===== config.mk =====
export PLATFORM = sky130hd
export DESIGN_NAME = div_8x4_flat
export DESIGN_NICKNAME = d
export VERILOG_FILES = /design/src/rtl/div_8x4_if.sv /design/src/rtl/div_8x4.sv /design/src/flat_wrapper.sv
export SDC_FILE = /design/constraint.sdc
export NUM_CORES = 1
export LEC_CHECK = 0
export BUFFER_PORTS_ARGS = -buffer_cell sky130_fd_sc_hd__buf_2
export CORE_ASPECT_RATIO = 0.9
export CORE_MARGIN = 5
export CORE_UTILIZATION = 50
export DETAILED_ROUTE_END_ITERATION = 12
export PLACE_DENSITY = 0.73
export SLEW_MARGIN = 0
export SYNTH_ARGS = -nofsm -noshare
export SYNTH_HDL_FRONTEND = slang
export SYNTH_SLANG_ARGS = --single-unit

===== constraint.sdc =====
create_clock -name clk -period 3.2 [get_ports clk]
set_input_delay 0.96 -clock clk [delete_from_list [all_inputs] [get_ports clk]]
set_output_delay 0.96 -clock clk [all_outputs]
set_load 0.005 [all_outputs]

===== src/rtl/div_8x4_if.sv =====
// Start/finish handshake and operand/result bus of the 8-by-4 restoring divider.
// The requester drives the operands and start; the divider returns registered results.
interface div_8x4_if;
  localparam int unsigned NW = 8;
  localparam int unsigned DW = 4;

  logic          start;
  logic [NW-1:0] dividend;
  logic [DW-1:0] divisor;
  logic [NW-1:0] quotient;
  logic [DW-1:0] remainder;
  logic          busy;
  logic          finish;
  logic          div_by_zero;

  modport master (
    output start, dividend, divisor,
    input  quotient, remainder, busy, finish, div_by_zero
  );

  modport slave (
    input  start, dividend, divisor,
    output quotient, remainder, busy, finish, div_by_zero
  );
endinterface


===== src/rtl/div_8x4.sv =====
// Sequential restoring divider: 8-bit N / 4-bit D, one quotient bit per clock.
// Results stay registered from DONE entry until the next DONE entry or reset.
module div_8x4 (
  input logic      clk,
  input logic      reset,
  div_8x4_if.slave bus
);
  localparam int unsigned NW = 8;
  localparam int unsigned DW = 4;
  localparam int unsigned CW = 3;

  typedef enum logic [1:0] {
    IDLE = 2'd0,
    CALC = 2'd1,
    DONE = 2'd2
  } state_t;

  state_t        state;
  logic [NW-1:0] q_work;
  logic [DW-1:0] r_work;
  logic [DW-1:0] d_reg;
  logic [CW-1:0] count;

  logic [DW:0]   t;
  logic [DW:0]   diff;
  logic          step_ge;
  logic [DW-1:0] r_step;
  logic [NW-1:0] q_step;

  // One restoring step. The partial remainder always stays below D, so only its
  // low DW bits are stored; the borrow out of t - D decides the quotient bit.
  always_comb begin
    t       = {r_work, q_work[NW-1]};
    diff    = t - {1'b0, d_reg};
    step_ge = ~diff[DW];
    r_step  = step_ge ? diff[DW-1:0] : t[DW-1:0];
    q_step  = {q_work[NW-2:0], step_ge};
  end

  always_ff @(posedge clk or posedge reset) begin
    if (reset) begin
      state           <= IDLE;
      q_work          <= '0;
      r_work          <= '0;
      d_reg           <= '0;
      count           <= '0;
      bus.quotient    <= '0;
      bus.remainder   <= '0;
      bus.busy        <= 1'b0;
      bus.finish      <= 1'b0;
      bus.div_by_zero <= 1'b0;
    end else begin
      case (state)
        IDLE: begin
          if (bus.start) begin
            q_work <= bus.dividend;
            d_reg  <= bus.divisor;
            r_work <= '0;
            count  <= '0;
            if (bus.divisor == DW'(0)) begin
              state           <= DONE;
              bus.finish      <= 1'b1;
              bus.div_by_zero <= 1'b1;
              bus.quotient    <= NW'(8'hFF);
              bus.remainder   <= '0;
            end else begin
              state    <= CALC;
              bus.busy <= 1'b1;
            end
          end
        end

        CALC: begin
          q_work <= q_step;
          r_work <= r_step;
          count  <= count + CW'(1);
          // Eighth iteration: publish results and hand over from busy to finish.
          if (count == CW'(7)) begin
            state           <= DONE;
            bus.busy        <= 1'b0;
            bus.finish      <= 1'b1;
            bus.quotient    <= q_step;
            bus.remainder   <= r_step;
            bus.div_by_zero <= 1'b0;
          end
        end

        DONE: begin
          if (!bus.start) begin
            state      <= IDLE;
            bus.finish <= 1'b0;
          end
        end

        default: begin
          state      <= IDLE;
          bus.busy   <= 1'b0;
          bus.finish <= 1'b0;
        end
      endcase
    end
  end
endmodule


===== src/flat_wrapper.sv =====
// flat-port wrapper written by rule: the top's interface ports become plain ports
module div_8x4_flat 
  (clk, reset, bus_start, bus_dividend, bus_divisor, bus_quotient, bus_remainder, bus_busy, bus_finish, bus_div_by_zero);
  div_8x4_if bus_i ();
  input logic clk;
  input logic reset;
  input wire logic [$bits(bus_i.start)-1:0] bus_start;
  input wire logic [$bits(bus_i.dividend)-1:0] bus_dividend;
  input wire logic [$bits(bus_i.divisor)-1:0] bus_divisor;
  output wire logic [$bits(bus_i.quotient)-1:0] bus_quotient;
  output wire logic [$bits(bus_i.remainder)-1:0] bus_remainder;
  output wire logic [$bits(bus_i.busy)-1:0] bus_busy;
  output wire logic [$bits(bus_i.finish)-1:0] bus_finish;
  output wire logic [$bits(bus_i.div_by_zero)-1:0] bus_div_by_zero;
  assign bus_i.start = bus_start;
  assign bus_i.dividend = bus_dividend;
  assign bus_i.divisor = bus_divisor;
  assign bus_quotient = bus_i.quotient;
  assign bus_remainder = bus_i.remainder;
  assign bus_busy = bus_i.busy;
  assign bus_finish = bus_i.finish;
  assign bus_div_by_zero = bus_i.div_by_zero;
  div_8x4 u_core (.clk(clk), .reset(reset), .bus(bus_i));
endmodule

Word-level counts from Yosys, hierarchy flattened
Index checks and enable logic that the tools add are counted.

Add/subtract/negate cells: 2. Eq/ne operators: 8. Muxes and demuxes: 30. Bitwise logic cells: 2. Reductions and logical operators: 9.

Operator list (number): 8-bit two-way mux (4); 8-bit case mux with 2 select lines (2); 4-bit two-way mux (5); 4-bit case mux with 2 select lines (2); 4-bit AND reduction (3); 2-bit two-way mux (4); 1-bit two-way mux (7); 2-bit inequality test (second input constant) (3); 1-bit case mux with 3 select lines (2); 2-bit case mux with 3 select lines (1); 3-bit case mux with 2 select lines (1); 5-bit by 4-bit subtractor with 5-bit output (1); 4-bit zero test (1); 2-bit by 1-bit inequality test with 1-bit output (second input constant) (2); 2-bit AND reduction (2); 3-bit by 1-bit adder with 3-bit output (second input constant) (1); 3-bit equality test (second input constant) (1); 3-bit two-way mux (1); 3-bit AND reduction (1); 2-bit by 1-bit equality test with 1-bit output (second input constant) (1); 2-bit equality test (second input constant) (1); 2-bit zero test (1); 1-bit inverter (2); 1-bit case mux with 2 select lines (1); 2-bit nonzero test (1).

Flip-flop bits (word level): 36. Input port bits: 15.

Longest topological paths before layout
Gate-level depths: netlist of run 1.

Word-level depth: 4. Mapped depth: 8.

Least setup slack after synthesis of run 1
No wires, ideal clock.

Kind: reg2reg. Start point: register u_core.d_reg[0]. End point: register u_core.bus.remainder[1]. Setup time: 0.083 ns. Arrival time: 2.018 ns. Path slack: 1.099 ns. Stages on the path, launching flop included: 8. Buffers on the path: 0. Path through: dfrtp_1 ha_1 fa_1 nand2b_1 a21oi_2 xor2_4 mux2_4 o21ai_0.

Longest elaborated chain between the ends: 4.

RTL lines: start, declared (RTL line div_8x4.sv:21) `logic [DW-1:0] d_reg;`; start signal, assigned (RTL line div_8x4.sv:57) `d_reg <= bus.divisor;`; 5-bit by 4-bit subtractor with 5-bit output (RTL line div_8x4.sv:34) `diff = t - {1'b0, d_reg};`; 4-bit two-way mux (RTL line div_8x4.sv:36) `r_step = step_ge ? diff[DW-1:0] : t[DW-1:0];`; 4-bit two-way mux (RTL line div_8x4.sv:78) `if (count == CW'(7)) begin`; 4-bit case mux with 2 select lines (RTL line div_8x4.sv:53) `case (state)`; end signal, assigned (RTL line div_8x4.sv:83) `bus.remainder <= r_step;`; end, declared (RTL line div_8x4_if.sv:23) `output quotient, remainder, busy, finish, div_by_zero`.

Every way passes these cells. The select of a mux whose other input is x is not followed. A chain may end at the register's enable or synchronous reset.

Worst setup path after layout of run 1
Start point: register u_core.q_work[7]. End point: register u_core.bus.remainder[1].

Longest elaborated chain between the ends: 4.

RTL lines: start, declared (RTL line div_8x4.sv:19) `logic [NW-1:0] q_work;`; start signal, assigned (RTL line div_8x4.sv:56) `q_work <= bus.dividend;`; start signal, assigned (RTL line div_8x4.sv:74) `q_work <= q_step;`; 5-bit by 4-bit subtractor with 5-bit output (RTL line div_8x4.sv:34); 4-bit two-way mux (RTL line div_8x4.sv:36); 4-bit two-way mux (RTL line div_8x4.sv:78); 4-bit case mux with 2 select lines (RTL line div_8x4.sv:53).

Every way passes these cells. The select of a mux whose other input is x is not followed.

==> results of run 1 <==
layout by cell type (no fill, tap or decap), types with 2 or more instances in the layout:
cell / instances
a22o_1: 2
mux2_4: 2
nand2_2: 2
buf_4: 4
buf_2: 29
o21ai_1: 7
inv_1: 9
o22a_1: 7
nand2b_1: 2
mux2i_1: 10
a21oi_1: 3
nor2_1: 4
o21ai_0: 15
ha_1: 6
dfrtp_1: 36
nand2_1: 22
clkbuf_8: 5
nand3_1: 4
where the power goes:
| group | internal [mW] | switching [mW] | total [mW] |
|---|---|---|---|
| Combinational | 0.511 | 0.545 | 1.06 |
| Sequential | 0.683 | 0.153 | 0.836 |
| Clock | 0.231 | 0.152 | 0.383 |
| Total | 1.42 | 0.851 | 2.28 |
metrics by stage:
stage	util	hold WS (ns)	instance area [um^2]	std cells
6_report	0.6284	0.4902	1957	227
4_1_cts	0.6284	0.5005	1957	227
5_1_grt	0.6284	0.5181	1957	227
2_1_floorplan	-	0.4498	1638	148
3_3_place_gp	0.5938	0.4674	1849	219
3_5_place_dp	0.5938	0.4821	1849	219
final timing paths:
| path | endpoint | from | cells past startpoint | slack (ns) |
|---|---|---|---|---|
| min reg2reg | u_core.bus.div_by_zero | u_core.bus.div_by_zero | 2 | 0.49 |
| min in group asynchronous | u_core.bus.quotient[3] | reset | 3 | 0.75 |
| max | u_core.bus.remainder[1] | u_core.q_work[7] | 8 | 0.87 |
| min | u_core.bus.div_by_zero | u_core.bus.div_by_zero | 2 | 0.49 |
| max in group asynchronous | u_core.q_work[4] | reset | 3 | 2.13 |
| max reg2reg | u_core.bus.remainder[1] | u_core.q_work[7] | 8 | 0.87 |
kinds of logic after synthesis:
family	Yosys count	synth area share
multiplexers	13	0.08633
XOR/XNOR	3	0.02751
AO/OA/AOI/OAI	39	0.1490
adder cells (fa/ha/maj)	7	0.05806
AND/OR/NAND/NOR	37	0.09855
flip-flops	36	0.5500
buffers and inverters	13	0.03055
area by class of cell:
class / count / area, um^2 / share of cell area
clock buffer: 6 / 72.57 / 0.03708
timing repair buffer: 33 / 175.2 / 0.08951
inverter: 9 / 33.78 / 0.01726
sequential: 36 / 900.9 / 0.4604
multi-input combinational: 99 / 686.9 / 0.3510
clock inverter: 2 / 35.03 / 0.01790
tap: 42 / 52.55 / 0.02685
worst register-to-register path: stages (launching register included):
cell	delay (ns)
dfrtp_1	0.37
inv_1	0.07
ha_1	0.22
fa_1	0.40
nand2b_1	0.18
a21oi_2	0.24
xor2_4	0.29
mux2_4	0.34
o21ai_0	0.15
per-layer routing:
metal | global-route usage | up-vias | part of all wire
li1 | - | 586 | -
met1 | 0.1872 | 589 | 0.40
met2 | 0.2921 | 39 | 0.52
met3 | 0.06897 | 5 | 0.070
met5 | 0 | - | 0
met4 | 0.05024 | 0 | 0.014
==> results by group, run 1 <==
Run status
  • Status: completed

Drt
  • Wire per inst: 14.83 um
  • Detailed Routing Iterations Pass 1: 4
  • Post-DR vias/cell: 5.370
  • Post-DRT Antenna Nets: 0
  • DRC: 0
  • First DRT Iteration DRCs: 59
  • Routed Wire Length: 3367 um
  • Via Count: 1219

Final layout
  • Fill count: 271
  • Nets: 206
  • Largest regs: u_core.bus.quotient: 8 flops, u_core.q_work: 8 flops
  • Layout area overhead: 19.48%
  • # diodes: 0
  • Layout cells sized above 1: 0.2649

Yosys
  • Async SR Flop Fraction: 1.000
  • Synth Instances: 148
  • Cell taking the most area after synthesis: dfrtp_1
  • Syn nets: 170
  • Yosys reg bits: 36
  • Synth Flop Type: dfrtp_1
  • Post-Syn Area: 1638 um^2
  • Cell types occupying the most area after synthesis: dfrtp_1, mux2i_1, nand2_1, o21ai_0, ha_1
  • Syn_area_per_cell: 11.07 um^2
  • EDFF count, synth: 0
  • Warnings from Yosys: 0
  • Share of the synthesized area in the top cell type: 0.5500
  • Top-count cell post-synth: dfrtp_1
  • Seq/Total Area, Yosys: 0.5500
  • Top cells by count, synth: dfrtp_1, nand2_1, o21ai_0
  • Synth cell types: 30

Worst setup path
  • CP Buf/Inv Count: 1
  • Crit-path max FO: 6
  • CP required: 3.41 ns
  • CP Launch Type: flop
  • CP Data Arrival Time: 2.54 ns
  • CP top delay family: adder cells
  • Critical path class: reg2reg
  • CP cell instances: inv_1, ha_1, fa_1, nand2b_1, a21oi_2, xor2_4, mux2_4, o21ai_0
  • CP endpoint kind: flop
  • CP max-delay cell: fa_1
  • Worst stage delay on the critical path: 0.40 ns

CTS
  • Post-cts sizing count: 0
  • Num CTS Buffers: 5
  • Clk sink count: 36
  • Clock Latency Late Sink: 0.29 ns
  • CTS tree: built
  • Post-CTS Setup Bufs: 0
  • Max Root-Sink Buffers: 2
  • Hold buffer count at cts: 0
  • Worst-path clk slew: 0.07 ns
  • CTS H-tree depth: 2
  • Clock root cell: clkbuf_8

Timing
  • Fin. Hold Viols: 0
  • # setup viols final: 0
  • Slew Viols, Final: 0
  • Tcrit/Tclk final: 0.7288
  • Clock skew: 0.004216 ns
  • Fin worst setup slack: 0.8679 ns
  • Slew headroom: 0.6964
  • Fmax: 428.8 MHz
  • Total Neg Setup Slack: 0 ns
  • Fin crit period: 2.332 ns
  • Actual slew at the worst max-slew pin: 0.4512 ns
  • RSZ-0062 raised after global routing: no

Global routing
  • Total track usage: 0.1673
  • Largest net degree at the start of global routing: 37
  • Vias in the first global route: 1254
  • Initial antenna violation count: 0
  • First-pass GRT wire length: 5837 um
  • GRT overflow: 0

Floorplanning
  • Die Height: 64.30 um
  • Initial Utilization: 0.5259
  • Die width: 70.33 um
  • Core Area: 3114 um^2
  • Die area: 4522 um^2
  • I/O pin count: 30
  • Core Rows: 19

Placed design
  • IO Port Bufs: 29
  • Placer congestion estimate: 0.7574
  • Detail Placement HPWL: 2530 um
  • Dpl ws: 0.8758 ns

Worst hold path
  • Worst min path class: reg2reg

Power and ir drop
  • Power per Cell Area: 1163 nW/um^2
  • Worst vdd ir: 0.5906 mV
  • Leakage power: 0.9566 nW
  • Total power: 2.276 mW

Job
  • Max-cap viol count: 0
(Power assumes the default switching activity.)
==> inputs of run 2 (changes only) <==
Clock period 3.2 ns to 2.3 ns, I/O delays scaled along.
==> run 2 against run 1 <==
- register-to-register slack got worse by 0.74 ns
- final area rose by 1.9%
- utilization rose by 1.2 points
- non-clock buffer count rose by 2
- largest cell class unchanged
- final cell count rose by 0.88%
==> results by group, run 2 (synthesis gave the netlist of run 1 again) <==
Run status
  • Status: completed

Worst setup path
  • Critical path class: reg2reg
  • CP Buf/Inv Count: 1
  • CP required: 2.46 ns
  • Crit-path max FO: 6
  • Worst stage delay on the critical path: 0.36 ns
  • CP Launch Type: flop
  • Reg2reg setup slack: 0.13 ns
  • CP top delay family: adder cells
  • CP cell instances: inv_1, ha_1, fa_2, nand2b_4, a21oi_4, xor2_4, mux2i_1, o21ai_1
  • CP max-delay cell: dfrtp_1
  • CP endpoint kind: flop
  • CP Data Arrival Time: 2.33 ns

Final layout
  • Most frequent cells in the layout: dfrtp_1, buf_2, nand2_1
  • Most common cell after layout, fill and taps aside: dfrtp_1
  • Largest regs: u_core.bus.quotient: 8 flops, u_core.q_work: 8 flops
  • Layout cells sized above 1: 0.2888
  • Nets: 208
  • Fill count: 258
  • # diodes: 0
  • Layout area overhead: 21.70%
  • Fin util: 0.6400

Timing
  • WHS: 0.4758 ns
  • Slew headroom: 0.6850
  • Tcrit/Tclk final: 0.9443
  • Total Neg Setup Slack: 0 ns
  • # setup viols final: 0
  • Fmax: 460.4 MHz
  • Actual slew at the worst max-slew pin: 0.4682 ns
  • Slew Viols, Final: 0
  • Clock skew: 0.005113 ns
  • Fin crit period: 2.172 ns
  • Fin. Hold Viols: 0
  • RSZ-0062 raised after global routing: no

Drt
  • Wire per inst: 14.52 um
  • DRC: 0
  • Routed Wire Length: 3325 um
  • Post-DR vias/cell: 5.288
  • Detailed Routing Iterations Pass 1: 5
  • Post-DRT Antenna Nets: 0
  • Via Count: 1211
  • First DRT Iteration DRCs: 63

CTS
  • CTS H-tree depth: 2
  • Clock Latency Late Sink: 0.28 ns
  • Clk sink count: 36
  • Max Root-Sink Buffers: 2
  • Worst-path clk slew: 0.07 ns
  • Num CTS Buffers: 5
  • CTS tree: built
  • Clock root cell: clkbuf_8

Power and ir drop
  • Worst vdd ir: 0.7347 mV
  • Power per Cell Area: 1644 nW/um^2
  • Leakage power: 0.9707 nW

Floorplanning
  • I/O pin count: 30
  • Die Height: 64.30 um
  • Core Rows: 19
  • Initial Utilization: 0.5259
  • Die area: 4522 um^2
  • Die width: 70.33 um
  • Core Area: 3114 um^2

Global routing
  • Gr busiest metal: met2
  • Met1 Track Usage GR: 0.2052
  • First-pass GRT wire length: 5927 um
  • GRT overflow: 0
  • Total track usage: 0.1653
  • Initial antenna violation count: 0
  • Vias in the first global route: 1257
  • Largest net degree at the start of global routing: 37
  • GR Util met2: 0.2769
  • M3 GR Usage: 0.05643

Worst hold path
  • Worst min path class: reg2reg

Placed design
  • IO Port Bufs: 29
  • Placer congestion estimate: 0.8109
  • Detail Placement HPWL: 2380 um

Job
  • Max-cap viol count: 0
run 2: worst reg2reg max path, stage by stage, from the launching register on:
cell and delay, ns:
dfrtp_1 0.36, inv_1 0.07, ha_1 0.21, fa_2 0.36, nand2b_4 0.16, a21oi_4 0.19
xor2_4 0.28, mux2i_1 0.32, o21ai_1 0.11
run 2: final timing paths:
kind	startpoint	endpoint	cells past startpoint
max	u_core.q_work[7]	u_core.r_work[3]	8
max in group asynchronous	reset	u_core.d_reg[0]	3
min in group asynchronous	reset	u_core.q_work[1]	3
min	u_core.bus.div_by_zero	u_core.bus.div_by_zero	2
max reg2reg	u_core.q_work[7]	u_core.r_work[3]	8
min reg2reg	u_core.bus.div_by_zero	u_core.bus.div_by_zero	2
run 2: layout make-up:
type,count,area (um^2),area share
clock buffers,5,68.82,0.03453
repair buffers,35,190.2,0.09542
clock inverters,3,42.54,0.02134
flip-flops and latches,36,900.9,0.4520
well taps,42,52.55,0.02637
multi-input cells,99,704.4,0.3534
inverters,9,33.78,0.01695
run 2: layer usage:
layer,wire length [um],up-vias
li1,-,591
met1,1496,598
met2,1671,20
met3,148,2
met4,9,0
met5,0,-
run 2: repair_timing:
action,4_1_cts,5_1_grt
endpoints found under the setup margin,0,8
resized for setup,0,4
hold buffers,0,0
buffers inserted,0,2
run 2: power breakdown:
part	internal (mW)	switching, mW
combinational	0.791	0.785
clock	0.320	0.220
sequential	0.949	0.211
total	2.06	1.22
run 2: stage by stage:
stage | setup slack, ns | cells | instance area, um^2 | power (mW)
final | 0.1281 | 229 | 1993 | 3.277
after floorplan | 0.1990 | 148 | 1638 | 2.201
after global placement | 0.1473 | 219 | 1849 | 2.546
after detailed placement | 0.04834 | 219 | 1849 | 2.625
after CTS | 0.01672 | 227 | 1961 | 3.184
after global routing | 0.01365 | 229 | 1993 | 3.567
